**src/rtl/fifo_uart_tx_bridge.sv**
```systemverilog
// Drains 32-bit words from the CPU-to-host FIFO and serialises each one as four
// 8N1 UART bytes (LSB byte first), counting completed words.
module fifo_uart_tx_bridge #(
   parameter int CLK_HZ = 100_000_000,
   parameter int BAUD   = 115200
) (
   input  logic        clk,
   input  logic        rst,
   input  logic        enable,
   input  logic [31:0] fifo_rd_data,
   input  logic        fifo_empty,
   output logic        fifo_rd_en,
   output logic        uart_txd,
   output logic        busy,
   output logic [15:0] word_count
);
   localparam int CLKS_PER_BIT = CLK_HZ / BAUD;
   localparam int CNT_W = (CLKS_PER_BIT < 2) ? 1 : $clog2(CLKS_PER_BIT);
   localparam logic [CNT_W-1:0] CNT_LAST = CNT_W'(CLKS_PER_BIT - 1);

   if (CLKS_PER_BIT < 2) begin : g_baud_check
      $error("fifo_uart_tx_bridge: CLK_HZ/BAUD must be at least 2");
   end

   typedef enum logic [2:0] {IDLE, FETCH, LOAD, START, DATA, STOP} state_t;

   state_t           state_reg, state_next;
   logic [CNT_W-1:0] cnt_reg, cnt_next;
   logic [2:0]       bit_idx_reg, bit_idx_next;
   logic [1:0]       byte_idx_reg, byte_idx_next;
   logic [31:0]      shift_reg, shift_next;
   logic             txd_reg, txd_next;
   logic             rd_en_reg, rd_en_next;
   logic [15:0]      word_count_reg, word_count_next;

   logic bit_done;
   logic can_fetch;

   assign bit_done  = (cnt_reg == CNT_LAST);
   assign can_fetch = enable && !fifo_empty;

   always_ff @(posedge clk) begin
      if (rst) begin
         state_reg      <= IDLE;
         cnt_reg        <= '0;
         bit_idx_reg    <= '0;
         byte_idx_reg   <= '0;
         shift_reg      <= '0;
         txd_reg        <= 1'b1;
         rd_en_reg      <= 1'b0;
         word_count_reg <= '0;
      end else begin
         state_reg      <= state_next;
         cnt_reg        <= cnt_next;
         bit_idx_reg    <= bit_idx_next;
         byte_idx_reg   <= byte_idx_next;
         shift_reg      <= shift_next;
         txd_reg        <= txd_next;
         rd_en_reg      <= rd_en_next;
         word_count_reg <= word_count_next;
      end
   end

   always_comb begin
      state_next      = state_reg;
      cnt_next        = cnt_reg;
      bit_idx_next    = bit_idx_reg;
      byte_idx_next   = byte_idx_reg;
      shift_next      = shift_reg;
      txd_next        = txd_reg;
      rd_en_next      = 1'b0;
      word_count_next = word_count_reg;

      case (state_reg)
         IDLE: begin
            if (can_fetch) begin
               state_next = FETCH;
               rd_en_next = 1'b1;
            end
         end
         FETCH: state_next = LOAD;
         LOAD: begin
            // Read data is valid one cycle after the strobe edge, i.e. here.
            shift_next    = fifo_rd_data;
            byte_idx_next = '0;
            cnt_next      = '0;
            txd_next      = 1'b0;
            state_next    = START;
         end
         START: begin
            if (bit_done) begin
               cnt_next     = '0;
               bit_idx_next = '0;
               txd_next     = shift_reg[0];
               state_next   = DATA;
            end else begin
               cnt_next = cnt_reg + 1'b1;
            end
         end
         DATA: begin
            if (bit_done) begin
               cnt_next = '0;
               if (bit_idx_reg == 3'd7) begin
                  txd_next   = 1'b1;
                  state_next = STOP;
               end else begin
                  bit_idx_next = bit_idx_reg + 3'd1;
                  txd_next     = shift_reg[bit_idx_reg + 3'd1];
               end
            end else begin
               cnt_next = cnt_reg + 1'b1;
            end
         end
         STOP: begin
            if (bit_done) begin
               cnt_next = '0;
               if (byte_idx_reg != 2'd3) begin
                  byte_idx_next = byte_idx_reg + 2'd1;
                  shift_next    = {8'h00, shift_reg[31:8]};
                  txd_next      = 1'b0;
                  state_next    = START;
               end else begin
                  // Word complete; chain straight into the next read if allowed.
                  word_count_next = word_count_reg + 16'd1;
                  if (can_fetch) begin
                     state_next = FETCH;
                     rd_en_next = 1'b1;
                  end else begin
                     state_next = IDLE;
                  end
               end
            end else begin
               cnt_next = cnt_reg + 1'b1;
            end
         end
         default: state_next = IDLE;
      endcase
   end

   assign fifo_rd_en = rd_en_reg;
   assign uart_txd   = txd_reg;
   assign busy       = (state_reg != IDLE);
   assign word_count = word_count_reg;

endmodule

```
**config.mk**
```make
export PLATFORM = sky130hd
export DESIGN_NAME = fifo_uart_tx_bridge
export DESIGN_NICKNAME = d
export VERILOG_FILES = /design/src/rtl/fifo_uart_tx_bridge.sv
export SDC_FILE = /design/constraint.sdc
export NUM_CORES = 1
export LEC_CHECK = 0
export ABC_AREA = 1
export BUFFER_PORTS_ARGS = -buffer_cell sky130_fd_sc_hd__buf_2
export CAP_MARGIN = 40
export CORE_ASPECT_RATIO = 0.7
export CORE_MARGIN = 10
export CORE_UTILIZATION = 30
export CTS_BUF_LIST = sky130_fd_sc_hd__clkbuf_8
export DETAILED_ROUTE_END_ITERATION = 12
export GPL_ROUTABILITY_DRIVEN = 0
export PLACE_DENSITY = 0.44
export SLEW_MARGIN = 5
export SYNTH_ARGS = -nofsm -noshare
export SYNTH_HDL_FRONTEND = slang
export SYNTH_SLANG_ARGS = --single-unit
```
**constraint.sdc**
```tcl
create_clock -name clk -period 4.3 [get_ports clk]
set_input_delay 0.215 -clock clk [delete_from_list [all_inputs] [get_ports clk]]
set_output_delay 0.215 -clock clk [all_outputs]
set_load 0.01 [all_outputs]
```
Word-level counts from Yosys, hierarchy flattened
Index checks and enable logic that the tools add are counted.
Word-level totals
  word-level logic and storage cells: 75
  flip-flop bits (word level): 68
  bits of input ports: 36
  output and inout bits: 19
Operators by class
  add/sub/neg operators: 4
  bitwise logic cells: 1
  mux-type cells: 32
  reductions and logical operators: 14
  eq/ne operators: 15
  magnitude comparators: 1
Operators with widths (count)
  $mux W32: 2
  $pmux W32 S2: 1
  $mux W3: 8
  $pmux W10 S2: 1
  $pmux W3 S6: 1
  $add A16 B1 Y16 const B: 1
  $ne A2 B2 Y1 const B: 8
  $add A10 B1 Y10 const B: 1
  $eq A10 B10 Y1 const B: 1
  $mux W1: 10
  $mux W10: 1
  $reduce_and A5 Y1: 2
  $eq A3 B3 Y1 const B: 3
  $eq A3 B2 Y1 const B: 2
  $lt A3 B6 Y1 const B: 1
  $mux W2: 3
  $pmux W3 S2: 1
  $reduce_and A3 Y1: 2
  $reduce_bool A2 Y1: 3
  $pmux W1 S4: 1
  $pmux W2 S2: 1
  $reduce_and A4 Y1: 1
  $reduce_bool A4 Y1: 1
  $add A3 B1 Y3 const B: 1
  10 further kinds: 10

Depth between registers and ports, before layout
Gate-level depths: netlist (run 1).
  word-level depth: 6
  mapped depth: 11
  gate-level depth less buffers: 10

Worst setup path after synthesis (run 1)
Ideal clock, no wire load.
  path kind: flip-flop to flip-flop
  from: register cnt_reg[0]
  to: register shift_reg[2]
  data arrival time: 1.452 ns
  setup slack: 2.732 ns
  cell stages (with the launch flop): 10
  path buffers: 1
  period minus slack after synthesis: 1.568 ns
  data required time: 4.184 ns
  path through: dfxtp_1 > ha_1 > nand2_1 > nor2_1 > nand3_2 > nand2_2 > nand2_8 > buf_6 > o21ai_0 > nor2_1
Between the ends
  cells in the longest elaborated chain, start to end: 3
RTL lines
  from (decl): line 28  | logic [CNT_W-1:0] cnt_reg, cnt_next;
  from (signal assigned): line 54  | cnt_reg <= cnt_next;
  $eq A10 B10 Y1: line 39  | assign bit_done = (cnt_reg == CNT_LAST);
  $ne A2 B2 Y1 (no line)
  $reduce_and A3 Y1 (no line)
  to (signal assigned): line 57  | shift_reg <= shift_next;
  to (decl): line 31  | logic [31:0] shift_reg, shift_next;
No other way between the ends.
A chain may end at the register's enable or synchronous reset.

Worst setup path in the final report (run 1)
  from: register state_reg[0]
  to: register shift_reg[13]
Between the ends
  cells in the longest elaborated chain, start to end: 3
RTL lines
  from (decl): line 27  | state_t state_reg, state_next;
  from (signal assigned): line 53  | state_reg <= state_next;
  $eq A3 B3 Y1 / $eq A3 B2 Y1 (equally long branches): line 74  | case (state_reg)
  $ne A2 B2 Y1 (no line) / $reduce_bool A2 Y1 (equally long branches)
  $reduce_and A3 Y1 (no line)
Several ways; a longest one is shown, not always the timed one.

==> results summary, run 1 <==
The count of unresolved DRC violations after routing came out at 0. The fraction of the cycle the final worst path needs is 0.5118. TritonCTS built the clock tree. The total nets after synthesis came out at 607. After layout, the design draws a total of 1.942 mW. The signal on the critical path passes through nand3_4, inv_4, nand2_2, nand2_8, inv_8, nand2_1, a21oi_1. STA classifies the critical path endpoint as a flip-flop. The static leakage came out at 1.790 nW. For the worst setup path, the data required time is 4.52 ns. The portion of netlist area occupied by mux cells is 0.

In the post-synthesis netlist, the cell with the most instances is sky130_fd_sc_hd__nand2_1. The share of Yosys cell area claimed by the top area cell type came out at 0.3655. The min-delay analysis places its worst path in the category in2reg.

The number of core rows came out at 33. The leading register cell type out of synthesis is sky130_fd_sc_hd__dfxtp_1. The remaining number of nets flagged by the antenna check after routing is 0.

The number of failing setup endpoints in the final timing report is 0. Summing every instance area after synthesis gives 3725 um^2. Synthesis produced 566 cells. The number of antenna diodes in the final layout is 0. The worst setup path is launched from a flip-flop.

Dividing the detail-routed wire length by the instance count gives 13.51 um. The flip-flop count of the largest register after layout came out at 32. The synthesized area per cell came out at 6.581 um^2.

The largest clock skew in the final design came out at 0.01065 ns. The sum of overflow across all layers after global routing came out at 0. Data on the critical path arrives at its endpoint at 2.42 ns.

The cts-stage hold buffer count is 0. In the post-synthesis netlist, the biggest area contributors are sky130_fd_sc_hd__dfxtp_1 37%, sky130_fd_sc_hd__nand2_1 22%, sky130_fd_sc_hd__nor2_1 6.6%, sky130_fd_sc_hd__a21oi_1 5.1%, sky130_fd_sc_hd__nand3_1 3.8%. The xor/xnor cell area share of the yosys netlist is 0.01176. The power density over the cells came out at 455.7 nW/um^2.

The number of antenna violations at the first check in global routing came out at 0. The hold violation total from the final report is 0. In this run, post-CTS repair resized a total of 0 instances. The maximum number of buffers from clock root to sink is 2.

The net count of the finished layout is 653. The number of buffers added on ports is 54. By area, the combinational part of the netlist is dominated by simple AND/OR/NAND/NOR gates. The buffer count from post-CTS setup fixing is 0. The placed instance count came out at 758. The routed layout has 3551 vias. The Yosys step of the flow raised 0 warnings. Setup repair after global routing left no endpoint under its margin. The post-detailed-placement half-perimeter wirelength is 7553 um. Buffers inserted during clock tree synthesis total 9. The share of the synthesized area in compound gates (AO/OA/AOI/OAI) is 0.1206. The share of the yosys chip area belonging to registers came out at 0.3655. The critical path is of the reg2reg type.

The setup slack after layout came out at 2.099 ns. The largest individual stage delay along the critical path comes from the cell sky130_fd_sc_hd__dfxtp_1. The horizontal die dimension is 153.2 um. The first TritonRoute pass finished after 7 iterations. CTS placed an instance of sky130_fd_sc_hd__clkbuf_8 at the clock tree root. The clock-pin slew reported for the worst setup and hold paths after clock tree synthesis is 0.08 ns. The number of distinct library cells after synthesis came out at 36. Of the total synthesized cell area, the portion taken by AND, OR, NAND and NOR gates is 0.3967. The adder-cell share of the synthesized area came out at 0.01680.

The largest stage delay on the critical path is 0.57 ns. The CTS H-tree depth is 3. The fraction of layout cells with a size suffix above 1 is 0.1815. The clock network latency to the later pin of the worst-skew pair is 0.36 ns. The transition time at the pin with the least slew margin came out at 0.6839 ns. The number of max-slew violations in the final report is 0. The flow ran to the end, and the final reports show no timing, DRC or antenna violations. In the synthesized netlist, the cells that appear most often are 219 x sky130_fd_sc_hd__nand2_1, 68 x sky130_fd_sc_hd__dfxtp_1, 65 x sky130_fd_sc_hd__nor2_1.

The tool flagged a number of max-cap violations equal to 0. The top-level port count is 55. Dividing the detail-routed via count by the number of cells gives 4.588.

The largest net degree at the start of global routing came out at 46. The floorplan step set the die height to 113.2 um. The number of standard cells in the final layout excluding fillers came out at 774. The critical path contains buffers and inverters numbering 2 combined.

The worst max-slew margin expressed relative to the limit is 0.5436. The largest area contributor in the netlist is sky130_fd_sc_hd__dfxtp_1. CTS saw 68 sinks. On the critical path the largest part of the delay comes from simple AND/OR/NAND/NOR gates.

The global-route wire length before repair is 17770 um. Across the VDD grid, the largest voltage drop is 0.0001678 V. The overall fraction of global-route tracks in use came out at 0.1237. The fraction of synthesis flops using an asynchronous set or reset pin came out at 0.

The final cell utilization of the core came out at 0.3571. The post-synthesis to final-layout area growth came out at 14.41%. The clock period minus final worst setup slack came out at 2.201 ns. The number of global-route vias before repair is 3440. The floorplan core area came out at 11930 um^2. Of all nets on the critical path, the largest fanout is 35. Summed over all failing endpoints, the final setup total negative slack is 0 ns.

The setup slack after placement came out at 2.078 ns. The synthesized design contains 68 register bits. The total die area came out at 17340 um^2. The initial core utilization is 0.3122. The count of flip-flops with a built-in enable after synthesis came out at 0. The maximum clock rate is 0.4544 GHz.

The total detailed-routing wirelength came out at 10450 um. In this run, the number of DRC markers left after iteration 0 of detailed routing was 214.
## path summary, 6_finish.rpt
check	start	to	slack, ns	cells after the start
setup / recovery	state_reg[0]$_SDFFE_PP0P_	shift_reg[13]$_SDFFE_PP0P_	2.10	7
hold / removal	fifo_rd_data[30]	shift_reg[30]$_SDFFE_PP0P_	0.10	3
setup reg to reg	state_reg[0]$_SDFFE_PP0P_	shift_reg[13]$_SDFFE_PP0P_	2.10	7
hold reg to reg	shift_reg[28]$_SDFFE_PP0P_	shift_reg[28]$_SDFFE_PP0P_	0.47	2
## final cells by class
class	count	area [um^2]
well taps	157	196.4
fillers	1307	7671
clock inverters	5	60.06
inverters	45	181.4
multi-input cells	433	2033
repair buffers	55	277.8
flip-flops and latches	68	1361
clock buffers	11	151.4
## through the flow
step           hold slack, ns  area, um^2
6_report               0.1003        4262
5_1_grt               0.09114        4262
4_1_cts               0.08869        4262
3_5_place_dp           0.4561        4050
3_3_place_gp           0.4510        4050
2_1_floorplan          0.3621        3725
## where the power goes
group	total, mW	internal [mW]	leakage, nW	switching (mW)
sequential	0.826	0.736	0.552	0.0897
clock	0.562	0.300	0.106	0.261
combinational	0.554	0.182	1.13	0.372
## logic make-up (layout without fill, tap and decap cells)
logic type,count (synthesis),count (layout)
buf+inv,65,116
simple gates,346,346
fa+ha+maj,5,5
flops,68,68
compound gates,77,77
xor+xnor,5,5
## layer usage
layer / part of all wire / wire, um / global-route usage
met1: 0.55 / 5712 / 0.1787
met2: 0.40 / 4171 / 0.1736
met3: 0.047 / 496 / 0.03746
met4: 0.0071 / 74 / 0.02725
met5: 0 / 0 / 0
## cell usage in the layout, fill, tap and decap left out, types with 2 or more instances in the layout
cell type / n
sky130_fd_sc_hd__dfxtp_1: 68
sky130_fd_sc_hd__inv_2: 4
sky130_fd_sc_hd__nand2_1: 219
sky130_fd_sc_hd__clkinv_4: 2
sky130_fd_sc_hd__a21oi_2: 12
sky130_fd_sc_hd__inv_4: 2
sky130_fd_sc_hd__clkbuf_8: 11
sky130_fd_sc_hd__nor3_1: 3
sky130_fd_sc_hd__xnor2_1: 2
sky130_fd_sc_hd__o21ai_0: 22
sky130_fd_sc_hd__inv_1: 37
sky130_fd_sc_hd__nor2_1: 65
sky130_fd_sc_hd__ha_1: 5
sky130_fd_sc_hd__xor2_1: 3
sky130_fd_sc_hd__nor2_2: 2
sky130_fd_sc_hd__nand3_1: 28
sky130_fd_sc_hd__nand2_2: 12
sky130_fd_sc_hd__a21oi_1: 38
sky130_fd_sc_hd__nand3_2: 2
sky130_fd_sc_hd__buf_2: 54
sky130_fd_sc_hd__nand4_1: 9
## worst register-to-register path, delay by kind of cell (launching register included)
kind | cells | cell delay [ns]
buffers and inverters | 2 | 0.55
AOI/OAI and AO/OA | 1 | 0.06
DFF | 1 | 0.57
and+or+nand+nor | 4 | 0.89
No activity file was read; power rests on OpenSTA's default activity.
==> run 2, diff against run 1 <==
Clock period 4.3 ns to 2.1 ns, I/O delays scaled along.
==> run 2 against run 1 <==
  * Clock skew grew 0.0046 ns
  * Final area grew 2.4%
  * Worst setup slack lost 1.9 ns
  * First-iteration DRC count shrank 8.9%
  * Largest cell class unchanged
  * Critical path depth grew 2
  * Sequential cell count is the same
  * Combinational power grew 110%
  * Hold slack lost 0.068 ns
  * Routed wire length grew 1.1%
  * Via count is essentially flat
  * Utilization grew 0.86 points
==> results summary, run 2 (same netlist as run 1, synthesis figures left out) <==
The flow ran to the end, and the final reports show no timing, DRC or antenna violations. The buffer count from post-CTS setup fixing is 0 (unchanged). The worst max-slew margin expressed relative to the limit is 0.4985 (-0.04506). The flip-flop count of the largest register after layout is 32 (unchanged). The power density over the cells was 902.6 nW/um^2 (+98%). The clock sink count came to 68 (unchanged).

The largest net degree at the start of global routing is 45 (-2.2%). The post-layout net count is 666 (+2.0%). The total die area is 17340 um^2 (unchanged). The fraction of power consumed by the clock network came out at 0.274 (-0.015). The fraction of power consumed by sequential logic came out at 0.431 (+0.006). The overall fraction of global-route tracks in use is 0.1238 (about the same). In the layout the commonest cells are 219 x sky130_fd_sc_hd__nand2_1, 68 x sky130_fd_sc_hd__dfxtp_1, 65 x sky130_fd_sc_hd__nor2_1. The post-detailed-placement half-perimeter wirelength is 7582 um (+0.39%). The number of buffers added on ports was 54 (unchanged).

The critical setup path kind is reg2reg. Setup repair after global routing left no endpoint under its margin. The average vias per placed instance was 4.516 (-1.6%). The number of buffers inserted during clock tree synthesis is 9 (unchanged). The count of unresolved DRC violations after routing is 0 (unchanged). The startpoint identified for the worst hold timing path is fifo_empty. The remaining number of nets flagged by the antenna check after routing is 0 (unchanged). In this run the critical register-to-register path is captured at shift_reg[9]$_SDFFE_PP0P_. The global-route wire length before repair came out at 17750 um (-0.16%). The clock period minus final worst setup slack came out at 1.888 ns (-0.3123 ns). The internal cell power is 2.471 mW (+100%).

The proportion of total power due to net switching is 0.3727 (about the same). The fraction of layout cells with a size suffix above 1 came out at 0.1841 (+0.002603). The total placed instance area came to 4095 um^2 (+1.1%). The static leakage is 1.854 nW (+3.6%).

The CTS tree is built. The slack of the worst reg-to-reg path came out at 0.21 ns (-1.89 ns). The number of diodes came out at 0 (unchanged). The post-layout total power is 3.939 mW (+100%).

The largest clock skew in the final design came out at 0.01522 ns (+0.004577 ns). The number of failing setup endpoints in the final timing report was 0 (unchanged). The initial core utilization is 0.3122 (unchanged).

The die outline height was 113.2 um (unchanged). Leaving out fill and tap cells, the most frequent cell in the layout is sky130_fd_sc_hd__nand2_1. The number of max-slew violations in the final report came out at 0 (unchanged). The transition time at the pin with the least slew margin is 0.7514 ns (+0.06751 ns).

The horizontal die dimension came out at 153.2 um (unchanged). The count of max-cap constraint violations came out at 0 (unchanged). The setup TNS came out at 0 ns (unchanged).

The detail-routed net length per standard cell is 13.43 um (-0.56%). The sum of overflow across all layers after global routing is 0 (unchanged). The number of inserted filler cells in the final layout is 1304 (-0.23%). The setup slack after layout is 0.2118 ns (-1.888 ns). The post-synthesis to final-layout area growth is 17.17%. The fraction of power consumed by combinational cells is 0.295 (+0.010). The via count of the routed design is 3554 (+0.084%). The fraction of the cycle the final worst path needs is 0.8991 (+0.3874). The end point of the worst hold path is fifo_rd_en$_SDFF_PP0_. STA classifies the critical path startpoint as a flip-flop. The final non-filler cell area is 4364 um^2 (+2.4%). The worst-case vdd ir drop came out at 0.0003582 V (+110%).

The clock network latency to the later pin of the worst-skew pair came to 0.36 ns (about the same). The number of search-and-repair iterations in the first detailed-routing pass came out at 4 (-3). The floorplan core area came out at 11930 um^2 (unchanged).

The number of antenna violations at the first check in global routing is 0 (unchanged). The maximum clock rate was 0.5296 GHz (+17%). The hold violation total from the final report came out at 0 (unchanged). The top-level port count came out at 55 (unchanged). The beginning of the worst register-to-register path is cnt_reg[0]$_SDFFE_PP0P_. The CTS H-tree depth came to 3 (unchanged). STA classifies the critical path endpoint as a flip-flop. The final cell utilization of the core came to 0.3657 (+0.008598). The maximum number of buffers from clock root to sink is 2 (unchanged).

The worst endpoint data arrival time was 2.17 ns (-0.25 ns). The total detailed-routing wirelength came out at 10570 um (+1.1%). The largest fanout on the critical path was 35 (unchanged).

The data required time of the worst path came out at 2.38 ns (-2.14 ns). The number of violations reported at the end of detailed-routing iteration 0 is 195 (-8.9%). The number of cells traversed by the worst hold path is 4 (+1).

The number of core rows came out at 33 (unchanged). The switching power total is 1.468 mW (+100%). The number of global-route vias before repair is 3448 (+0.23%). The clock-pin slew reported for the worst setup and hold paths after clock tree synthesis came out at 0.08 ns (about the same).

In this run the worst hold path is classified as in2reg. The setup slack after placement came to 0.1907 ns (-1.887 ns). The root buffer cell chosen for the clock tree is sky130_fd_sc_hd__clkbuf_8. The count of cells along the worst register-to-register path is 9 (+2).
-- run 2: changes by cell type in the layout (fill, tap and decap cells not counted), sizes merged --
cell         change
buf              +6
clkbuf           -1
dlygate4sd3      +7
clkinv           +1
clkinvlp         -1
inv              +1
-- run 2: power groups by stage --
stage | sequential (mW) | combinational [mW] | clock (mW)
after CTS | 1.69 | 1.18 | 1.13
after global placement | 1.72 | 1.15 | 0
after floorplan | 1.65 | 1.00 | 0
after detailed placement | 1.72 | 1.16 | 0
after global routing | 1.73 | 1.34 | 1.18
final | 1.70 | 1.16 | 1.08
-- run 2: cell type report --
| cell class | count | area, um^2 | area share |
|---|---|---|---|
| Clock buffer | 10 | 137.6 | 0.03154 |
| Clock inverter | 6 | 56.30 | 0.01290 |
| Inverter | 45 | 186.4 | 0.04272 |
| Multi-Input combinational cell | 433 | 2033 | 0.4659 |
| Sequential cell | 68 | 1361 | 0.3119 |
| Tap cell | 157 | 196.4 | 0.04501 |
| Timing Repair Buffer | 68 | 392.9 | 0.09002 |
-- run 2: worst max path at each step --
stage	to	start	cells after the start	slack, ns
after floorplan	shift_reg[2]$_SDFFE_PP0P_	cnt_reg[0]$_SDFFE_PP0P_	9	0.53
after global placement	word_count[9]$_SDFFE_PP0P_	byte_idx_reg[0]$_SDFFE_PP0P_	9	0.28
after detailed placement	shift_reg[9]$_SDFFE_PP0P_	cnt_reg[0]$_SDFFE_PP0P_	9	0.19
after CTS	shift_reg[9]$_SDFFE_PP0P_	cnt_reg[0]$_SDFFE_PP0P_	9	0.17
after global routing	shift_reg[6]$_SDFFE_PP0P_	cnt_reg[0]$_SDFFE_PP0P_	8	0.02
final	shift_reg[9]$_SDFFE_PP0P_	cnt_reg[0]$_SDFFE_PP0P_	9	0.21
-- run 2: layer usage --
layer	track usage	vias to the layer above	routed length (um)	share of wire
li1	-	1904	-	-
met1	0.1751	1579	5863	0.55
met2	0.1727	67	4142	0.39
met3	0.04465	4	510	0.048
met4	0.02852	0	53	0.0050
met5	0	-	0	0
-- run 2: stage by stage --
stage                     hold slack, ns  instances
after floorplan                   0.2521        566
after global placement            0.3615        764
after detailed placement          0.3683        764
after CTS                        0.01650        787
after global routing             0.02955        787
final                            0.03231        787
-- run 2: worst max-delay path, stage by stage (launching register included) --
cell                       delay [ns]
sky130_fd_sc_hd__dfxtp_1         0.43
sky130_fd_sc_hd__ha_1            0.22
sky130_fd_sc_hd__nand2_1         0.06
sky130_fd_sc_hd__nor2_1          0.16
sky130_fd_sc_hd__nand3_2         0.19
sky130_fd_sc_hd__nand2_2         0.16
sky130_fd_sc_hd__nand2_8         0.17
sky130_fd_sc_hd__clkinv_8        0.19
sky130_fd_sc_hd__nand2_1         0.09
sky130_fd_sc_hd__a21oi_1         0.14
-- run 2: timing repair --
item | CTS | global route
hold buffers | 7 | 0
hold endpoints to repair | 7 | 0
resized for setup | 0 | 1
endpoints found under the setup margin | 0 | 4
